`src/rtl/gpio_port.sv`:
```
// gpio_port -- memory-mapped GPIO peripheral for the 6502 system bus.
//
// Up to 8 bidirectional pins with per-pin direction, an output toggle
// register, synchronised input readback and per-pin rising/falling edge
// detection feeding a sticky status register and a maskable IRQ.
//
// Ports:
//   clk      system clock, all state updates on the rising edge
//   reset    asynchronous, active-high reset
//   AB       register select (bus address bits [2:0])
//   DI       write data from the CPU
//   DO       registered read data, 8'h00 whenever no read was sampled
//   CS, WE   chip select and write enable
//   pin_in   raw asynchronous pad inputs
//   pin_out  DATA_OUT register
//   pin_oe   DIR register, 1 = drive the pin
//   irq      |(IRQ_STATUS & IRQ_EN)
//
// Register map: 0 DATA_OUT, 1 DIR, 2 PIN_IN (RO), 3 IRQ_EN, 4 EDGE_RISE,
// 5 EDGE_FALL, 6 IRQ_STATUS (write 1 to clear), 7 TOGGLE (WO, reads 0).
module gpio_port #(
  parameter int         WIDTH       = 8,
  parameter logic [7:0] RESET_OUT   = 8'h00,
  parameter int         SYNC_STAGES = 2
) (
  input  logic             clk,
  input  logic             reset,
  input  logic [2:0]       AB,
  input  logic [7:0]       DI,
  output logic [7:0]       DO,
  input  logic             CS,
  input  logic             WE,
  input  logic [WIDTH-1:0] pin_in,
  output logic [WIDTH-1:0] pin_out,
  output logic [WIDTH-1:0] pin_oe,
  output logic             irq
);

  localparam logic [WIDTH-1:0] RESET_VAL = RESET_OUT[WIDTH-1:0];

  localparam logic [2:0] A_DATA   = 3'd0;
  localparam logic [2:0] A_DIR    = 3'd1;
  localparam logic [2:0] A_PIN    = 3'd2;
  localparam logic [2:0] A_IRQEN  = 3'd3;
  localparam logic [2:0] A_RISE   = 3'd4;
  localparam logic [2:0] A_FALL   = 3'd5;
  localparam logic [2:0] A_STATUS = 3'd6;
  localparam logic [2:0] A_TOGGLE = 3'd7;

  // Zero-extend a WIDTH-bit register onto the 8-bit data bus.
  function automatic logic [7:0] zext(input logic [WIDTH-1:0] v);
    logic [7:0] r;
    r = '0;
    r[WIDTH-1:0] = v;
    return r;
  endfunction

  logic [WIDTH-1:0] data_out_q, data_out_d;
  logic [WIDTH-1:0] dir_q, dir_d;
  logic [WIDTH-1:0] irq_en_q, irq_en_d;
  logic [WIDTH-1:0] edge_rise_q, edge_rise_d;
  logic [WIDTH-1:0] edge_fall_q, edge_fall_d;
  logic [WIDTH-1:0] status_q, status_d;
  logic [WIDTH-1:0] prev_q, prev_d;
  logic [SYNC_STAGES-1:0][WIDTH-1:0] sync_q, sync_d;
  logic [7:0]       do_q, do_d;

  logic [WIDTH-1:0] s;
  logic [WIDTH-1:0] evt;
  logic [WIDTH-1:0] wdata;
  logic [WIDTH-1:0] w1c;
  logic             wr;
  logic             rd;
  logic [7:0]       rdata;

  assign s     = sync_q[SYNC_STAGES-1];
  assign wdata = DI[WIDTH-1:0];
  assign wr    = CS & WE;
  assign rd    = CS & ~WE;

  // Edge events run on every pin regardless of direction, so output pins
  // are observed through the pad loopback.
  assign evt = (s & ~prev_q & edge_rise_q) | (~s & prev_q & edge_fall_q);

  always_comb begin
    data_out_d  = data_out_q;
    dir_d       = dir_q;
    irq_en_d    = irq_en_q;
    edge_rise_d = edge_rise_q;
    edge_fall_d = edge_fall_q;
    w1c         = '0;
    if (wr) begin
      case (AB)
        A_DATA:   data_out_d  = wdata;
        A_DIR:    dir_d       = wdata;
        A_IRQEN:  irq_en_d    = wdata;
        A_RISE:   edge_rise_d = wdata;
        A_FALL:   edge_fall_d = wdata;
        A_STATUS: w1c         = wdata;
        A_TOGGLE: data_out_d  = data_out_q ^ wdata;
        default:  ;
      endcase
    end

    // A new event in the clearing cycle keeps its bit set.
    status_d = (status_q & ~w1c) | evt;

    sync_d = {sync_q[SYNC_STAGES-2:0], pin_in};
    prev_d = s;

    rdata = 8'h00;
    case (AB)
      A_DATA:   rdata = zext(data_out_q);
      A_DIR:    rdata = zext(dir_q);
      A_PIN:    rdata = zext(s);
      A_IRQEN:  rdata = zext(irq_en_q);
      A_RISE:   rdata = zext(edge_rise_q);
      A_FALL:   rdata = zext(edge_fall_q);
      A_STATUS: rdata = zext(status_q);
      default:  rdata = 8'h00;
    endcase
    // Idle cycles drive zero so the top can OR all slave DO buses.
    do_d = rd ? rdata : 8'h00;
  end

  always_ff @(posedge clk or posedge reset) begin
    if (reset) begin
      data_out_q  <= RESET_VAL;
      dir_q       <= '0;
      irq_en_q    <= '0;
      edge_rise_q <= '0;
      edge_fall_q <= '0;
      status_q    <= '0;
      prev_q      <= '0;
      sync_q      <= '0;
      do_q        <= 8'h00;
    end else begin
      data_out_q  <= data_out_d;
      dir_q       <= dir_d;
      irq_en_q    <= irq_en_d;
      edge_rise_q <= edge_rise_d;
      edge_fall_q <= edge_fall_d;
      status_q    <= status_d;
      prev_q      <= prev_d;
      sync_q      <= sync_d;
      do_q        <= do_d;
    end
  end

  assign DO      = do_q;
  assign pin_out = data_out_q;
  assign pin_oe  = dir_q;
  assign irq     = |(status_q & irq_en_q);

endmodule

```
`config.mk`:
```
export PLATFORM = sky130hd
export DESIGN_NAME = gpio_port
export DESIGN_NICKNAME = d
export VERILOG_FILES = /design/src/rtl/gpio_port.sv
export SDC_FILE = /design/constraint.sdc
export NUM_CORES = 1
export LEC_CHECK = 0
export BUFFER_PORTS_ARGS = -buffer_cell sky130_fd_sc_hd__buf_2
export CAP_MARGIN = 20
export CORE_MARGIN = 1.5
export CORE_UTILIZATION = 57
export DETAILED_ROUTE_END_ITERATION = 8
export PLACE_DENSITY = 0.86
export SYNTH_ARGS = -nofsm -noshare
export SYNTH_HDL_FRONTEND = slang
export SYNTH_SLANG_ARGS = --single-unit
```
`constraint.sdc`:
```
create_clock -name clk -period 3.25 [get_ports clk]
set_input_delay 0.325 -clock clk [delete_from_list [all_inputs] [get_ports clk]]
set_output_delay 0.325 -clock clk [all_outputs]
set_load 0.02 [all_outputs]
```
==> impl_metrics.py, run 1 <==
metrics = {
    "outcome": {
        "status": "completed",
    },
    "hold_path": {
        "whs_path_depth": 1,
        "hold_class": "in -> reg",
        "min-delay-start": "pin_in[1]",
        "min_to": "sync_d[9]",
    },
    "floorplan": {
        "rows": 28,
        "fp.dieH_um": 82.2,
        "io_pins": 48,
        "die_area_sq_mm": 0.00676,
        "initial_core_util_pct": 59.7,
        "dieWidth_um": 82.2,
        "coreArea_sq_mm": 0.00599,
    },
    "cts": {
        "clk_pin_slew_ns": 0.08,
        "cts_tree": "done",
        "cts_root_buffer": "clkbuf_8",
        "numCtsBuffers": 9,
        "post_cts_buffers": 0,
        "clock-sinks": 80,
        "ctsResizeCount": 0,
        "hold_buffers": 1,
        "cts_buffer_depth": 2,
        "clk_latency_ns": 0.36,
        "htreeDepth": 3,
    },
    "drt": {
        "wl_met2_um": 3740,
        "viasPerCell": 6.31,
        "dr_total_vias": 2598,
        "finalWirelength_um": 7850,
        "drtIter0Drc": 239,
        "route.detailed.drc": 0,
        "top_layer": "met4",
        "drt-pass1-iter-count": 5,
        "met1_length_um": 3450,
        "ant_nets": 0,
        "routedWlPerCell_um": 19.1,
        "wl_met3_um": 465,
    },
    "timing": {
        "worst_slew_pin_slew_ns": 0.710,
        "worst_hold_slack_ns": 0.0636,
        "drv_slew": 0,
        "min_period_ns": 1.89,
        "slew_headroom_pct": 52.7,
        "tns_ns": 0,
        "finClkSkew_ns": 0.0126,
        "setup_viol": 0,
        "rsz0062_at_grt": "no",
        "hold_viol": 0,
        "fmax_ghz": 0.529,
        "post-route-period-util_pct": 58.2,
    },
    "critical_path": {
        "start_kind": "input pin",
        "crit_fanout": 39,
        "r2r_end": "DO[2]",
        "critPathKind": "in -> reg",
        "worstPathArrival_ns": 2.13,
        "required_ns": 3.49,
        "rr_startpoint": "pin_out[2]",
        "critPathMaxStageDelay_ns": 0.55,
        "ff2ff_setup_slack_ns": 2.05,
        "cpMaxStageDelayCell": "buf_2",
        "worstPathCellList": "buf_2 > nand3_1 > buf_4 > nor2_2 > mux2_2",
        "rr_worst_depth": 3,
        "critPathCaptureType": "flip-flop",
    },
    "pwr": {
        "p_clk_share_pct": 27.5,
        "power_frac_comb_pct": 21.5,
        "peakVddDrop_uv": 377,
        "intPower_mw": 1.77,
        "netSwitchingPower_mw": 0.804,
        "p_total_mw": 2.57,
        "p_leak_nw": 1.78,
        "swShare_pct": 31.3,
        "power.density_mw_per_mm2": 636,
        "pwr-share-seq_pct": 50.9,
    },
    "grt": {
        "grt_first_pass_wirelength_um": 12800,
        "grt_max_degree": 40,
        "grt_remaining_overflow": 0,
        "antenna_found_initial": 0,
        "grt_usage_pct": 26.2,
        "grt_pass1_vias": 2537,
    },
    "final_layout": {
        "stdcell_count": 412,
        "nets": 355,
        "n_antenna_cell": 0,
        "stdcell_area_sq_mm": 0.00404,
        "syn2layout_area_growth_pct": 13.0,
        "drive_above_1_share_pct": 32.0,
    },
    "yosys": {
        "ys_types": 47,
        "netlist_top_cells_area": "dfrtp_1, mux2_2, o21ai_0",
        "syn_nets": 308,
        "yosysWarnings": 0,
        "yosys-top-cells-count": "dfrtp_1, mux2_2, o21ai_0",
        "synthesis.area_sq_mm": 0.00358,
        "yosysMostFrequentCell": "dfrtp_1",
        "ys_seq_area_share_pct": 56.0,
        "yosysTopAreaCell": "dfrtp_1",
        "syn_area_per_cell_sq_um": 12.6,
        "synth_edf_count": 0,
        "ys.flop_type": "dfrtp_1",
        "ys_seq_elements": 80,
        "syn-instance-count": 285,
        "async_flop_share_pct": 100,
        "yosysTopAreaCellShare_pct": 56.0,
    },
    "place": {
        "port_buffers": 47,
        "gp_congestion": 0.889,
        "place_area_sq_mm": 0.00384,
        "place_inst": 395,
        "dp_hpwl_um": 5320,
    },
    "flow_run": {
        "cap_violations": 0,
    },
}
cell usage in the layout (no fill, tap or decap), types with 4 or more instances in the layout:
cell and instances:
buf_4 4, o21ai_0 26, xnor2_1 7, nand2_1 9, mux2_2 27, clkbuf_8 9
a22oi_1 5, inv_1 9, a31oi_1 4, a211oi_2 7, o31ai_1 7, buf_2 47
and3b_1 8, dfrtp_1 80, o211ai_1 7, mux2i_1 7, a32oi_1 6, nand3b_1 9
logic make-up (layout without fill, tap and decap cells):
logic type / count (synthesis) / after routing / synth area share, %
compound gates: 80 / 80 / 16.2
flops: 80 / 80 / 56.0
simple gates: 56 / 56 / 11.0
mux: 36 / 36 / 11.5
buf+inv: 26 / 78 / 3.64
xor+xnor: 7 / 7 / 1.71
worst max-delay path by stage:
| stage | start | endpoint | slack, ns |
|---|---|---|---|
| after floorplan | reset | DO[0] | 0.87 |
| after global placement | AB[2] | edge_fall_q[0] | 1.11 |
| after detailed placement | AB[2] | edge_fall_q[6] | 1.07 |
| after CTS | AB[2] | edge_fall_q[1] | 1.45 |
| after global routing | AB[2] | edge_fall_q[0] | 1.28 |
| final | AB[2] | edge_fall_q[1] | 1.36 |
power groups by stage:
stage | Sequential [mW] | Combinational (mW) | Clock, mW
final | 1.31 | 0.554 | 0.708
after global routing | 1.33 | 0.606 | 0.763
after CTS | 1.30 | 0.556 | 0.717
after detailed placement | 1.32 | 0.551 | 0
after global placement | 1.32 | 0.538 | 0
after floorplan | 1.37 | 0.305 | 0
critical path, delay by kind of cell:
family	cells	cell delay, ns
AND/OR/NAND/NOR	2	0.60
multiplexers	1	0.40
buffers and inverters	2	0.79
routing by layer:
| metal | GRT usage [%] | vias up |
|---|---|---|
| li1 | - | 1162 |
| met1 | 36.2 | 1309 |
| met2 | 39.2 | 107 |
| met3 | 6.04 | 20 |
| met4 | 12.0 | 0 |
| met5 | 0 | - |
metrics by stage:
stage | worst slack [ns] | util (%)
6_report | 1.36 | 67.5
2_1_floorplan | 0.873 | -
4_1_cts | 1.45 | 67.5
5_1_grt | 1.28 | 67.5
3_5_place_dp | 1.07 | 64.2
3_3_place_gp | 1.11 | 64.2
registers in the layout (all words and copies together), names as in the netlist:
| register | cells |
|---|---|
| sync_d | 8 |
| pin_out | 8 |
| irq_en_q | 8 |
| prev_d | 8 |
| status_q | 8 |
| edge_rise_q | 8 |
| prev_q | 8 |
| edge_fall_q | 8 |
| DO | 8 |
| pin_oe | 8 |
final cells by class:
| cell class | instances | area [sq um] |
|---|---|---|
| Sequential cell | 80 | 2000 |
| Inverter | 10 | 38.8 |
| Clock inverter | 5 | 57.6 |
| Tap cell | 75 | 93.8 |
| Clock buffer | 11 | 131 |
| Multi-Input combinational cell | 179 | 1450 |
| Fill cell | 428 | 1950 |
| Timing Repair Buffer | 52 | 275 |
Note: power is estimated with default switching activity, not from simulation.
==> run 2, diff against run 1 <==
--- a/config.mk
+++ b/config.mk
@@ -8,9 +8,9 @@
 export BUFFER_PORTS_ARGS = -buffer_cell sky130_fd_sc_hd__buf_2
 export CAP_MARGIN = 20
 export CORE_MARGIN = 1.5
-export CORE_UTILIZATION = 57
+export CORE_UTILIZATION = 51
 export DETAILED_ROUTE_END_ITERATION = 8
-export PLACE_DENSITY = 0.86
+export PLACE_DENSITY = 0.82
 export SYNTH_ARGS = -nofsm -noshare
 export SYNTH_HDL_FRONTEND = slang
 export SYNTH_SLANG_ARGS = --single-unit
==> constraint.sdc (replaced) <==
create_clock -name clk -period 1.7 [get_ports clk]
set_input_delay 0.17 -clock clk [delete_from_list [all_inputs] [get_ports clk]]
set_output_delay 0.17 -clock clk [all_outputs]
set_load 0.02 [all_outputs]
==> impl_metrics.py, run 2 (synthesis gave the netlist of run 1 again) <==
metrics = {
    "drt": {
        "top_layer": "met4",
        "viasPerCell": 6.03,
        "met1_length_um": 3550,
        "drt-pass1-iter-count": 5,
        "drtIter0Drc": 238,
        "finalWirelength_um": 8690,
        "routedWlPerCell_um": 19.0,
        "ant_nets": 0,
        "wl_met3_um": 600,
        "dr_total_vias": 2760,
        "route.detailed.drc": 0,
        "wl_met2_um": 4230,
    },
    "critical_path": {
        "critPathCaptureType": "output pin",
        "rr_startpoint": "edge_fall_q[7]",
        "crit_fanout": 3,
        "worstPathArrival_ns": 1.45,
        "worstPathCellList": "a22oi_1 > nand4_1 > buf_2",
        "crit_family": "flip-flops",
        "start_kind": "flip-flop",
        "ff2ff_setup_slack_ns": 0.53,
        "cpMaxStageDelayCell": "dfrtp_1",
        "crit_start": "status_q[5]",
        "critPathKind": "reg -> out",
        "required_ns": 1.53,
        "critPathMaxStageDelay_ns": 0.40,
        "cp.buffers_inverters": 1,
    },
    "final_layout": {
        "layout_commonest_cell": "dfrtp_1",
        "stdcell_area_sq_mm": 0.00436,
        "n_antenna_cell": 0,
        "nets": 381,
        "syn2layout_area_growth_pct": 21.8,
        "stdcell_count": 458,
        "layout_common_cells": "dfrtp_1, buf_2, mux2_2",
        "final_core_util_pct": 64.1,
        "drive_above_1_share_pct": 34.8,
    },
    "grt": {
        "grt_usage_pct": 25.2,
        "antenna_found_initial": 0,
        "grt_pass1_vias": 2732,
        "grt_max_degree": 26,
        "grt_first_pass_wirelength_um": 14000,
        "grt_remaining_overflow": 0,
    },
    "timing": {
        "setup_viol": 0,
        "slew_headroom_pct": 64.4,
        "worst_slew_pin_slew_ns": 0.533,
        "tns_ns": 0,
        "min_period_ns": 1.62,
        "drv_slew": 0,
        "finClkSkew_ns": 0.00352,
        "fmax_ghz": 0.619,
        "post-route-period-util_pct": 95.0,
        "rsz0062_at_grt": "no",
        "hold_viol": 0,
    },
    "cts": {
        "clock-sinks": 80,
        "htreeDepth": 3,
        "cts_buffer_depth": 2,
        "ctsResizeCount": 0,
        "clk_latency_ns": 0.35,
        "cts_tree": "done",
        "cts_root_buffer": "clkbuf_8",
        "hold_buffers": 9,
        "post_cts_buffers": 0,
        "numCtsBuffers": 9,
        "clk_pin_slew_ns": 0.08,
    },
    "place": {
        "port_buffers": 47,
        "place_area_sq_mm": 0.00405,
        "dp_hpwl_um": 6100,
        "gp_congestion": 0.908,
        "place_inst": 434,
    },
    "floorplan": {
        "fp.dieH_um": 86.8,
        "io_pins": 48,
        "initial_core_util_pct": 52.7,
        "die_area_sq_mm": 0.00753,
        "dieWidth_um": 86.8,
        "coreArea_sq_mm": 0.00679,
        "rows": 30,
    },
    "pwr": {
        "p_total_mw": 5.18,
        "peakVddDrop_uv": 642,
        "p_leak_nw": 1.92,
        "power.density_mw_per_mm2": 1190,
    },
    "flow_run": {
        "cap_violations": 0,
    },
    "hold_path": {
        "hold_class": "in -> reg",
        "min-delay-start": "DI[4]",
    },
    "outcome": {
        "status": "completed",
    },
}
-- run 2: final cells by class --
| cell class | instances | area (sq um) |
|---|---|---|
| Inverter | 10 | 41.3 |
| Sequential cell | 80 | 2000 |
| Timing Repair Buffer | 78 | 528 |
| Clock inverter | 3 | 65.1 |
| Tap cell | 96 | 120 |
| Multi-Input combinational cell | 179 | 1450 |
| Clock buffer | 12 | 155 |
| Fill cell | 539 | 2440 |
-- run 2: final timing paths --
path / endpoint / cells after the start
max: irq / 3
min: pin_oe[4] / 2
max reg2reg: DO[7] / 3
min reg2reg: prev_d[7] / 0
max in group asynchronous: pin_oe[3] / 4
min in group asynchronous: pin_oe[6] / 3
-- run 2: report_power, final --
| group | internal [mW] | total, mW | leakage, nW | switching (mW) |
|---|---|---|---|---|
| logic | 0.508 | 1.12 | 0.850 | 0.612 |
| clock network | 0.898 | 1.55 | 0.112 | 0.648 |
| registers | 2.23 | 2.51 | 0.962 | 0.282 |
-- run 2: stage by stage --
step | hold WS, ns | setup WS [ns]
2_1_floorplan | 0.201 | 0.322
3_3_place_gp | 0.239 | 0.239
3_5_place_dp | 0.249 | 0.216
4_1_cts | 0.0848 | 0.0880
5_1_grt | 0.0940 | 0.0749
6_report | 0.0928 | 0.0847
-- run 2: metal layers --
layer,GRT usage [%],vias up
met1,32.0,1374
met5,0,-
met4,15.1,0
li1,-,1208
met2,40.0,146
met3,5.05,32
-- run 2: worst reg2reg max path, delay by kind of cell (launching register included) --
family | cells | cell delay (ns)
mux | 1 | 0.47
flops | 1 | 0.40
simple gates | 2 | 0.17
==> run 3, diff against run 2 <==
--- a/config.mk
+++ b/config.mk
@@ -5,12 +5,13 @@
 export SDC_FILE = /design/constraint.sdc
 export NUM_CORES = 1
 export LEC_CHECK = 0
+export ABC_AREA = 1
 export BUFFER_PORTS_ARGS = -buffer_cell sky130_fd_sc_hd__buf_2
 export CAP_MARGIN = 20
 export CORE_MARGIN = 1.5
-export CORE_UTILIZATION = 51
+export CORE_UTILIZATION = 52
 export DETAILED_ROUTE_END_ITERATION = 8
-export PLACE_DENSITY = 0.82
+export PLACE_DENSITY = 0.83
 export SYNTH_ARGS = -nofsm -noshare
 export SYNTH_HDL_FRONTEND = slang
 export SYNTH_SLANG_ARGS = --single-unit
==> impl_metrics.py, run 3 <==
metrics = {
    "cts": {
        "cts_tree": "done",
        "numCtsBuffers": 9,
        "clock-sinks": 80,
        "clk_latency_ns": 0.36,
        "htreeDepth": 3,
        "cts_buffer_depth": 2,
        "clk_pin_slew_ns": 0.08,
        "cts_root_buffer": "clkbuf_8",
    },
    "yosys": {
        "yosysMostFrequentCell": "nand2_1",
        "yosysTopAreaCell": "dfrtp_1",
        "yosysWarnings": 0,
        "netlist_top_cells_area": "dfrtp_1, nand2_1, nand4_1",
        "syn_nets": 441,
        "ys_types": 27,
        "synth_edf_count": 0,
        "ys_seq_elements": 80,
        "yosysTopAreaCellShare_pct": 53.7,
        "syn_area_per_cell_sq_um": 8.92,
        "synthesis.area_sq_mm": 0.00373,
        "ys.flop_type": "dfrtp_1",
        "yosys-top-cells-count": "nand2_1, dfrtp_1, nand4_1",
        "ys_seq_area_share_pct": 53.7,
        "async_flop_share_pct": 100,
        "syn-instance-count": 418,
    },
    "floorplan": {
        "rows": 30,
        "io_pins": 48,
        "initial_core_util_pct": 54.3,
        "dieWidth_um": 87.7,
        "coreArea_sq_mm": 0.00687,
        "die_area_sq_mm": 0.00769,
        "fp.dieH_um": 87.7,
    },
    "critical_path": {
        "crit_fanout": 3,
        "ff2ff_setup_slack_ns": 0.69,
        "worstPathArrival_ns": 1.42,
        "r2r_end": "pin_out[0]",
        "required_ns": 1.53,
        "rr_startpoint": "pin_out[0]",
        "critPathCaptureType": "output pin",
        "rr_worst_depth": 6,
        "start_kind": "flip-flop",
        "critPathKind": "reg -> out",
    },
    "grt": {
        "grt_pass1_vias": 2947,
        "antenna_found_initial": 0,
        "grt_remaining_overflow": 0,
        "grt_max_degree": 81,
        "grt_first_pass_wirelength_um": 14500,
        "grt_usage_pct": 25.4,
    },
    "hold_path": {
        "min-delay-start": "DI[1]",
        "min_to": "edge_fall_q[1]",
        "whs_path_depth": 3,
        "hold_class": "in -> reg",
    },
    "place": {
        "dp_hpwl_um": 5920,
        "gp_congestion": 0.949,
        "port_buffers": 47,
    },
    "drt": {
        "drtIter0Drc": 375,
        "dr_total_vias": 3266,
        "route.detailed.drc": 0,
        "drt-pass1-iter-count": 5,
        "routedWlPerCell_um": 15.4,
        "finalWirelength_um": 8830,
        "ant_nets": 0,
        "viasPerCell": 5.71,
    },
    "final_layout": {
        "drive_above_1_share_pct": 18.7,
        "syn2layout_area_growth_pct": 15.0,
        "nets": 494,
        "final_core_util_pct": 62.5,
        "layout_commonest_cell": "nand2_1",
        "layout_common_cells": "nand2_1, dfrtp_1, buf_2",
        "n_antenna_cell": 0,
    },
    "pwr": {
        "peakVddDrop_uv": 746,
        "p_leak_nw": 2.11,
        "power.density_mw_per_mm2": 1100,
    },
    "timing": {
        "slew_headroom_pct": 70.0,
        "rsz0062_at_grt": "no",
        "finClkSkew_ns": 0.0105,
        "min_period_ns": 1.59,
        "worst_slew_pin_slew_ns": 0.449,
        "drv_slew": 0,
        "setup_viol": 0,
        "fmax_ghz": 0.630,
        "worst_hold_slack_ns": 0.0527,
        "post-route-period-util_pct": 93.4,
        "tns_ns": 0,
        "hold_viol": 0,
    },
    "outcome": {
        "status": "completed",
    },
    "flow_run": {
        "cap_violations": 0,
    },
}
==> run 3: changes by cell type in the layout (fill, tap and decap cells not counted), sizes merged, moves of 7 or more <==
cell	change
nor2	+31
buf	-15
o21ai	+19
mux2i	-7
mux2	-28
a211oi	-9
nand2	+102
nand3	+15
inv	+26
and3b	-8
nand3b	-10
nand4	+32
xnor2	-7
==> run 3: metal layers <==
layer	vias to the layer above	track usage (%)	share of wire [%]
li1	1509	-	-
met1	1534	35.2	43
met2	184	37.3	44
met3	39	7.54	8.5
met4	0	11.3	3.7
met5	-	0	0
==> run 3: worst max-delay path by stage <==
stage,startpoint,to,slack [ns],cells past startpoint
floorplan,reset,DO[0],0.62,1
global placement,AB[0],status_q[1],0.30,5
detailed placement,AB[0],status_q[6],0.24,5
CTS,irq_en_q[0],irq,0.07,5
global route,status_q[4],irq,0.02,5
finish,status_q[4],irq,0.11,5
==> run 3: cells by family after synthesis <==
| family | count (synthesis) | share of synthesized area (%) |
|---|---|---|
| DFF | 80 | 53.7 |
| buffers and inverters | 57 | 8.02 |
| xor gates and xnor gates | 5 | 1.17 |
| and+or+nand+nor | 206 | 26.7 |
| AOI/OAI and AO/OA | 70 | 10.5 |
==> run 3: power breakdown <==
group          switching [mW]  internal, mW
Combinational           0.572         0.321
Sequential              0.226          2.16
Clock                   0.694         0.722
Total                    1.49          3.21
==> run 3: worst max-delay path, stage by stage (launching register included) <==
cell      delay, ns
dfrtp_1        0.41
nand2_1        0.10
nand2_1        0.06
a221oi_1       0.23
nand2_1        0.10
buf_2          0.16
==> run 3: timing repair <==
item	CTS	global route
setup buffers	0	0
endpoints found under the setup margin	0	1
hold buffers	9	0
resized for setup	0	1
hold endpoints to repair	88	0
==> run 3: cell type report <==
| class | instances | area (sq um) |
|---|---|---|
| Multi-Input combinational cell | 281 | 1440 |
| Inverter | 36 | 144 |
| Timing Repair Buffer | 63 | 390 |
| Sequential cell | 80 | 2000 |
| Clock buffer | 12 | 145 |
| Clock inverter | 4 | 53.8 |
| Fill cell | 570 | 2580 |
| Tap cell | 96 | 120 |
==> run 3: through the flow <==
step / instances / worst slack [ns] / area (sq um) / power [mW]
2_1_floorplan: 418 / 0.620 / 3730 / 2.98
3_3_place_gp: 547 / 0.303 / 4000 / 3.25
3_5_place_dp: 547 / 0.235 / 4000 / 3.28
4_1_cts: 572 / 0.0743 / 4280 / 4.70
5_1_grt: 572 / 0.0244 / 4290 / 4.92
6_report: 572 / 0.113 / 4290 / 4.70
